`src/rtl/alu_share_arb.sv`:
```
// Two-port round-robin arbiter sharing one combinational ALU through a single result slot.
// Define ALU_ARB_FIXED_PRIO_EN for fixed priority (port 0 always wins contention, no last pointer).

module alu (
    input  logic [31:0] d1,
    input  logic [31:0] d2,
    input  logic [3:0]  mod,
    output logic [31:0] out
);
    localparam logic [3:0] ALU_ADD          = 4'd0;
    localparam logic [3:0] ALU_SUB          = 4'd1;
    localparam logic [3:0] ALU_AND          = 4'd2;
    localparam logic [3:0] ALU_OR           = 4'd3;
    localparam logic [3:0] ALU_XOR          = 4'd4;
    localparam logic [3:0] ALU_SLL          = 4'd5;
    localparam logic [3:0] ALU_SRL          = 4'd6;
    localparam logic [3:0] ALU_SRA          = 4'd7;
    localparam logic [3:0] ALU_SLT_SIGNED   = 4'd8;
    localparam logic [3:0] ALU_SLT_UNSIGNED = 4'd9;

    // Shifts move d2 by the amount in d1[4:0].
    always_comb begin
        out = '0;
        case (mod)
            ALU_ADD:          out = d1 + d2;
            ALU_SUB:          out = d1 - d2;
            ALU_AND:          out = d1 & d2;
            ALU_OR:           out = d1 | d2;
            ALU_XOR:          out = d1 ^ d2;
            ALU_SLL:          out = d2 << d1[4:0];
            ALU_SRL:          out = d2 >> d1[4:0];
            ALU_SRA:          out = $unsigned($signed(d2) >>> d1[4:0]);
            ALU_SLT_SIGNED:   out = {31'd0, $signed(d1) < $signed(d2)};
            ALU_SLT_UNSIGNED: out = {31'd0, d1 < d2};
            default:          out = '0;
        endcase
    end
endmodule

module alu_share_arb #(
    localparam int NPORT = 2
) (
    input  logic             clk,
    input  logic             reset,
    input  logic [NPORT-1:0] req_valid,
    output logic [NPORT-1:0] req_ready,
    input  logic [31:0]      req_d1_0,
    input  logic [31:0]      req_d1_1,
    input  logic [31:0]      req_d2_0,
    input  logic [31:0]      req_d2_1,
    input  logic [3:0]       req_mod_0,
    input  logic [3:0]       req_mod_1,
    output logic [NPORT-1:0] rsp_valid,
    input  logic [NPORT-1:0] rsp_ready,
    output logic [31:0]      rsp_data,
    output logic             busy
);
    typedef enum logic {S_EMPTY, S_FULL} state_t;

    state_t      state_q, state_d;
    logic        owner_q, owner_d;
    logic [31:0] rsp_data_q, rsp_data_d;
    logic [NPORT-1:0] grant;
    logic        slot_free;
    logic        issue;
    logic        sel;
    logic [31:0] alu_d1, alu_d2, alu_out;
    logic [3:0]  alu_mod;

`ifndef ALU_ARB_FIXED_PRIO_EN
    logic        last_q;
`endif

    always_comb begin
        grant = '0;
        case (req_valid)
            2'b01:   grant = 2'b01;
            2'b10:   grant = 2'b10;
`ifdef ALU_ARB_FIXED_PRIO_EN
            2'b11:   grant = 2'b01;
`else
            2'b11:   grant = last_q ? 2'b01 : 2'b10;
`endif
            default: grant = '0;
        endcase
    end

    // A full slot frees up in the same cycle its owner drains it.
    assign slot_free = (state_q == S_EMPTY) || rsp_ready[owner_q];
    assign req_ready = (reset && slot_free) ? grant : '0;
    assign issue     = |(req_valid & req_ready);
    assign sel       = req_ready[1];

    assign alu_d1  = sel ? req_d1_1  : req_d1_0;
    assign alu_d2  = sel ? req_d2_1  : req_d2_0;
    assign alu_mod = sel ? req_mod_1 : req_mod_0;

    alu u_alu (
        .d1  (alu_d1),
        .d2  (alu_d2),
        .mod (alu_mod),
        .out (alu_out)
    );

    always_comb begin
        state_d    = state_q;
        owner_d    = owner_q;
        rsp_data_d = rsp_data_q;
        if (issue) begin
            state_d    = S_FULL;
            owner_d    = sel;
            rsp_data_d = alu_out;
        end else if ((state_q == S_FULL) && rsp_ready[owner_q]) begin
            state_d = S_EMPTY;
        end
    end

    always_ff @(posedge clk or negedge reset) begin
        if (!reset) begin
            state_q    <= S_EMPTY;
            owner_q    <= 1'b0;
            rsp_data_q <= '0;
        end else begin
            state_q    <= state_d;
            owner_q    <= owner_d;
            rsp_data_q <= rsp_data_d;
        end
    end

`ifndef ALU_ARB_FIXED_PRIO_EN
    // Starts at port 1 so port 0 wins the first contention.
    always_ff @(posedge clk or negedge reset) begin
        if (!reset) begin
            last_q <= 1'b1;
        end else if (issue) begin
            last_q <= sel;
        end
    end
`endif

    for (genvar gi = 0; gi < NPORT; gi++) begin : g_rsp_valid
        assign rsp_valid[gi] = (state_q == S_FULL) && (owner_q == 1'(gi));
    end

    assign rsp_data = rsp_data_q;
    assign busy     = (state_q == S_FULL);
endmodule

```
`config.mk`:
```
export PLATFORM = sky130hd
export DESIGN_NAME = alu_share_arb
export DESIGN_NICKNAME = d
export VERILOG_FILES = /design/src/rtl/alu_share_arb.sv
export SDC_FILE = /design/constraint.sdc
export NUM_CORES = 1
export LEC_CHECK = 0
export CORE_MARGIN = 2
export CORE_UTILIZATION = 44
export DETAILED_ROUTE_END_ITERATION = 7
export PLACE_DENSITY = 0.69
export SETUP_SLACK_MARGIN = 0.15
export SLEW_MARGIN = 0
export SYNTH_ARGS = -nofsm -noshare
export SYNTH_HDL_FRONTEND = slang
export SYNTH_HIERARCHICAL = 1
export SYNTH_SLANG_ARGS = --single-unit
```
`constraint.sdc`:
```
create_clock -name clk -period 6.86 [get_ports clk]
set_input_delay 1.029 -clock clk [delete_from_list [all_inputs] [get_ports clk]]
set_output_delay 1.029 -clock clk [all_outputs]
set_load 0.01 [all_outputs]
```
==> implementation parameters <==
Parameter                              Value

Placed design
  Worst setup slack before clock tree synthesis ... 673 ps
  Area of placed instances ... 12000 um2
  Placed wire-length estimate after detailed placement ... 35900 um
  RD Place Congestion ... 1.01
  # port buffers ... 178

Cells and area
  Total inserted antenna cells ... 0
  Layout Nets ... 1749
  Share of layout cells above drive strength 1 ... 12.6%
  Post-route core utilization ... 53.9%
  Most used cells in the layout excluding fill and tap cells ... sky130_fd_sc_hd__clkdlybuf4s50_1 (177), sky130_fd_sc_hd__o21ai_0 (151), sky130_fd_sc_hd__nor2_1 (139)
  Area added between synthesis and finish ... 20.5%
  Multi-input combinational cell area ... 8360 um2
  Area taken by flip-flops and latches ... 877 um2
  Leading cell type in the layout, fill and taps excluded ... sky130_fd_sc_hd__clkdlybuf4s50_1
  Fill cells ... 2291
  Cell area after layout ... 12200 um2

Run
  Total of max-cap violations ... 0

Logic synthesis
  Synth Flop Type ... sky130_fd_sc_hd__dfrtp_1
  Post-synthesis net count ... 1640
  Number of instances in the synthesized netlist ... 1399
  Post-synthesis sequential area ratio ... 8.69%
  Async S/R FF share, synth ... 100%
  Yosys cell types ... 88
  Flip-flop and latch count after synthesis ... 35
  Average size of a mapped cell ... 7.21 um2
  Number of warnings printed during yosys synthesis ... 6
  Post-synth EDFFs ... 0
  Post-synth top area share ... 12.0%
  Cell area after technology mapping ... 10100 um2
  Dominant cell type by area after synthesis ... sky130_fd_sc_hd__ha_1
  Leading post-synthesis cells by cell area ... sky130_fd_sc_hd__ha_1 (12%), sky130_fd_sc_hd__mux2_2 (12%), sky130_fd_sc_hd__dfrtp_1 (8.4%)

Clock tree
  Count of hold buffers inserted by post-cts repair ... 0
  Clock latency of the later-clocked register in the worst-skew pair ... 290 ps
  Buffers inserted by post-CTS timing repair ... 0
  Sinks on Clock Net ... 35
  TritonCTS buffer count ... 5
  Number of instances resized during post-cts repair ... 0
  Buffer levels on the longest clock path ... 2
  Master cell of the clock root buffer ... sky130_fd_sc_hd__clkbuf_16
  Depth of the CTS H-tree ... 2
  Clock tree from TritonCTS ... built
  Clock Pin Slew Worst Setup and Hold Paths ... 60 ps

Power and ir drop
  Pwr dens ... 197 nW/um2
  Standby leakage power ... 0.00523 uW
  Worst ir drop on vdd ... 0.154 mV

Worst setup path
  Number of buffer and inverter instances along the worst setup path ... 2
  Setup CP Type ... in -> reg
  Endpoint type of the worst setup path ... register
  Type of element launching the critical path ... input pin
  Stages on the worst setup path ... 19
  Cell Chain, Critical Path ... clkdlybuf4s50_1 -> a21bo_2 -> a211oi_4 -> buf_4 -> mux2_2 -> ha_1 -> fa_1 -> nor2_1 -> o21ai_0 -> a211oi_2 -> o41ai_2 -> a21oi_1 -> o21ai_1 -> o31ai_2 -> a31oi_1 -> a31oi_1 -> xor2_1 -> o21ai_1 -> mux2_2
  R2r worst-path depth ... 18
  Required time reported for the critical path endpoint ... 7040 ps
  First element of the critical path ... req_valid[1]
  Top delay family on crit path ... compound AO/OA/AOI/OAI gates
  Largest incremental delay on the critical path ... 490 ps
  Cell type of the slowest stage on the worst timing path ... sky130_fd_sc_hd__clkdlybuf4s50_1
  Maximum fanout encountered on the critical timing path ... 9
  Destination of the worst register-to-register timing path ... rsp_data[30]
  Register-to-Register Setup Slack ... 1570 ps
  Worst flop-to-flop path startpoint ... owner_q
  End point of the critical path ... rsp_data[30]
  Signal arrival time at the worst endpoint ... 6210 ps

Run status
  Outcome ... completed

Route
  Number of design-rule violations left by the first detailed-router iteration ... 1486
  DRC violations left ... 0
  Final routed wirelength across all metal layers ... 45100 um
  Antenna-violating nets left ... 0
  First drt pass iteration count ... 6
  Vias ... 11391
  DR vias/cell ... 6.35
  Routed length per placed instance ... 25.1 um

Floorplan
  Die H ... 155 um
  # IOs ... 179
  Starting utilization of the core area ... 44.7%
  Area of the core ... 22600 um2
  Die ar. ... 24200 um2
  Cell row count ... 55
  Die X-Extent ... 155 um

GRT
  Largest net degree at the start of global routing ... 67
  Via count of the first global-routing pass ... 10713
  Wire length of the first global-routing pass ... 67100 um
  Overflow after GRT ... 0
  Total Routing Usage GR ... 36.5%
  Initial antenna violation count ... 0

Timing
  Count of final setup violators ... 0
  Minimum clock period ... 6030 ps
  Number of hold violations in the final report ... 0
  Number of max-slew violations in the final report ... 0
  RSZ-0062 raised after global routing ... false
  Maximum clock frequency ... 166 MHz
  Setup slack after layout ... 831 ps
  Setup_tns ... 0 ps
  Post-route fraction of the period consumed by the critical path ... 87.9%
  Post-route clock skew ... 6.15 ps
  Worst slew margin relative to its limit ... 16.1%
  Slew at the pin with the worst max-slew slack ... 1260 ps

Min path
  Hold Crit Start ... rsp_data[25]
  Type of the most critical hold path ... reg -> reg
-- registers in the layout, summed over array words and instances (netlist names) --
register and cells:
last_q 1, rsp_data 32, busy 1, owner_q 1
-- cells by family after synthesis --
group           count (synthesis)  synth area share (%)
simple gates                  377                  17.0
flops                          35                  8.69
compound gates                466                  29.4
mux                           193                  21.4
xor+xnor                       27                  2.34
buf+inv                       202                  8.67
fa+ha+maj                      99                  12.4
-- stage by stage --
stage,hold WS [ps],instances,total power (uW)
after floorplan,490,1399,1430
after global routing,523,1794,2540
after global placement,489,1786,2080
after CTS,509,1794,2360
after detailed placement,495,1786,2070
final,505,1794,2400
-- power breakdown --
group / switching, uW / internal (uW) / leakage, uW / total (uW)
registers: 52.9 / 283 / 0.000446 / 336
logic: 1040 / 741 / 0.00470 / 1780
clock network: 105 / 172 / 0.0000838 / 277
total: 1200 / 1200 / 0.00523 / 2400
-- worst register-to-register path, stage by stage, from the launching register on --
cell                       delay (ps)
sky130_fd_sc_hd__dfrtp_1          440
sky130_fd_sc_hd__mux2i_2          250
sky130_fd_sc_hd__a211oi_4         490
sky130_fd_sc_hd__buf_4            260
sky130_fd_sc_hd__mux2_2           390
sky130_fd_sc_hd__ha_1             270
sky130_fd_sc_hd__fa_1             430
sky130_fd_sc_hd__nor2_1           180
sky130_fd_sc_hd__o21ai_0          250
sky130_fd_sc_hd__a211oi_2         380
sky130_fd_sc_hd__o41ai_2          140
sky130_fd_sc_hd__a21oi_1          310
sky130_fd_sc_hd__o21ai_1          220
sky130_fd_sc_hd__o31ai_2          300
sky130_fd_sc_hd__a31oi_1          160
sky130_fd_sc_hd__a31oi_1          200
sky130_fd_sc_hd__xor2_1           160
sky130_fd_sc_hd__o21ai_1           70
sky130_fd_sc_hd__mux2_2           270
-- cells in the mapped netlist (5+ instances only) --
master                      count
sky130_fd_sc_hd__mux4_2         7
sky130_fd_sc_hd__nor2_1       139
sky130_fd_sc_hd__xnor2_1       20
sky130_fd_sc_hd__nor4_1         9
sky130_fd_sc_hd__mux2_2       104
sky130_fd_sc_hd__a31oi_1        9
sky130_fd_sc_hd__o21a_1         6
sky130_fd_sc_hd__nand2_1      120
sky130_fd_sc_hd__a211o_1        6
sky130_fd_sc_hd__ha_1          97
sky130_fd_sc_hd__a211oi_1      15
sky130_fd_sc_hd__o2111ai_1      8
sky130_fd_sc_hd__or3_1          9
sky130_fd_sc_hd__a22oi_1       12
sky130_fd_sc_hd__nor3_1        26
sky130_fd_sc_hd__o221ai_1       6
sky130_fd_sc_hd__inv_1         92
sky130_fd_sc_hd__a21o_1        16
sky130_fd_sc_hd__mux2i_1       75
sky130_fd_sc_hd__buf_1          7
sky130_fd_sc_hd__and3_1         7
sky130_fd_sc_hd__nor2b_1       10
sky130_fd_sc_hd__o21ai_0      151
sky130_fd_sc_hd__xor2_1         7
sky130_fd_sc_hd__a221o_1        5
sky130_fd_sc_hd__buf_2         24
sky130_fd_sc_hd__clkbuf_1      62
sky130_fd_sc_hd__dfrtp_1       34
sky130_fd_sc_hd__mux2_1         6
sky130_fd_sc_hd__a21oi_1      113
sky130_fd_sc_hd__o22ai_1        9
sky130_fd_sc_hd__buf_6          8
sky130_fd_sc_hd__o31ai_1        5
sky130_fd_sc_hd__o21ai_1       17
sky130_fd_sc_hd__nand2b_1      17
sky130_fd_sc_hd__nand3_1       16
sky130_fd_sc_hd__o21bai_1      10
sky130_fd_sc_hd__a221oi_1      12
sky130_fd_sc_hd__o211ai_1      24
sky130_fd_sc_hd__buf_4          7
-- worst min-delay path by stage --
stage	to	slack, ps	depth (start not counted)
detailed placement	rsp_data[25]	490	1
global route	rsp_data[15]	520	1
global placement	rsp_data[20]	490	1
CTS	rsp_data[25]	510	1
finish	rsp_data[25]	510	1
floorplan	last_q	490	1
-- per-layer routing --
layer	global-route usage, %	share of wire (%)	vias up
li1	-	-	5253
met1	53.5	44	5374
met2	55.0	42	681
met3	4.68	9.8	83
met4	12.2	4.0	0
met5	0	0	-
-- layout make-up --
class,count,area share (%)
clock buffers,5,1.03
well taps,285,2.93
flip-flops and latches,35,7.21
clock inverters,3,0.360
inverters,94,2.90
repair buffers,210,16.8
multi-input cells,1162,68.8
Power figures use the tool's default switching activity.
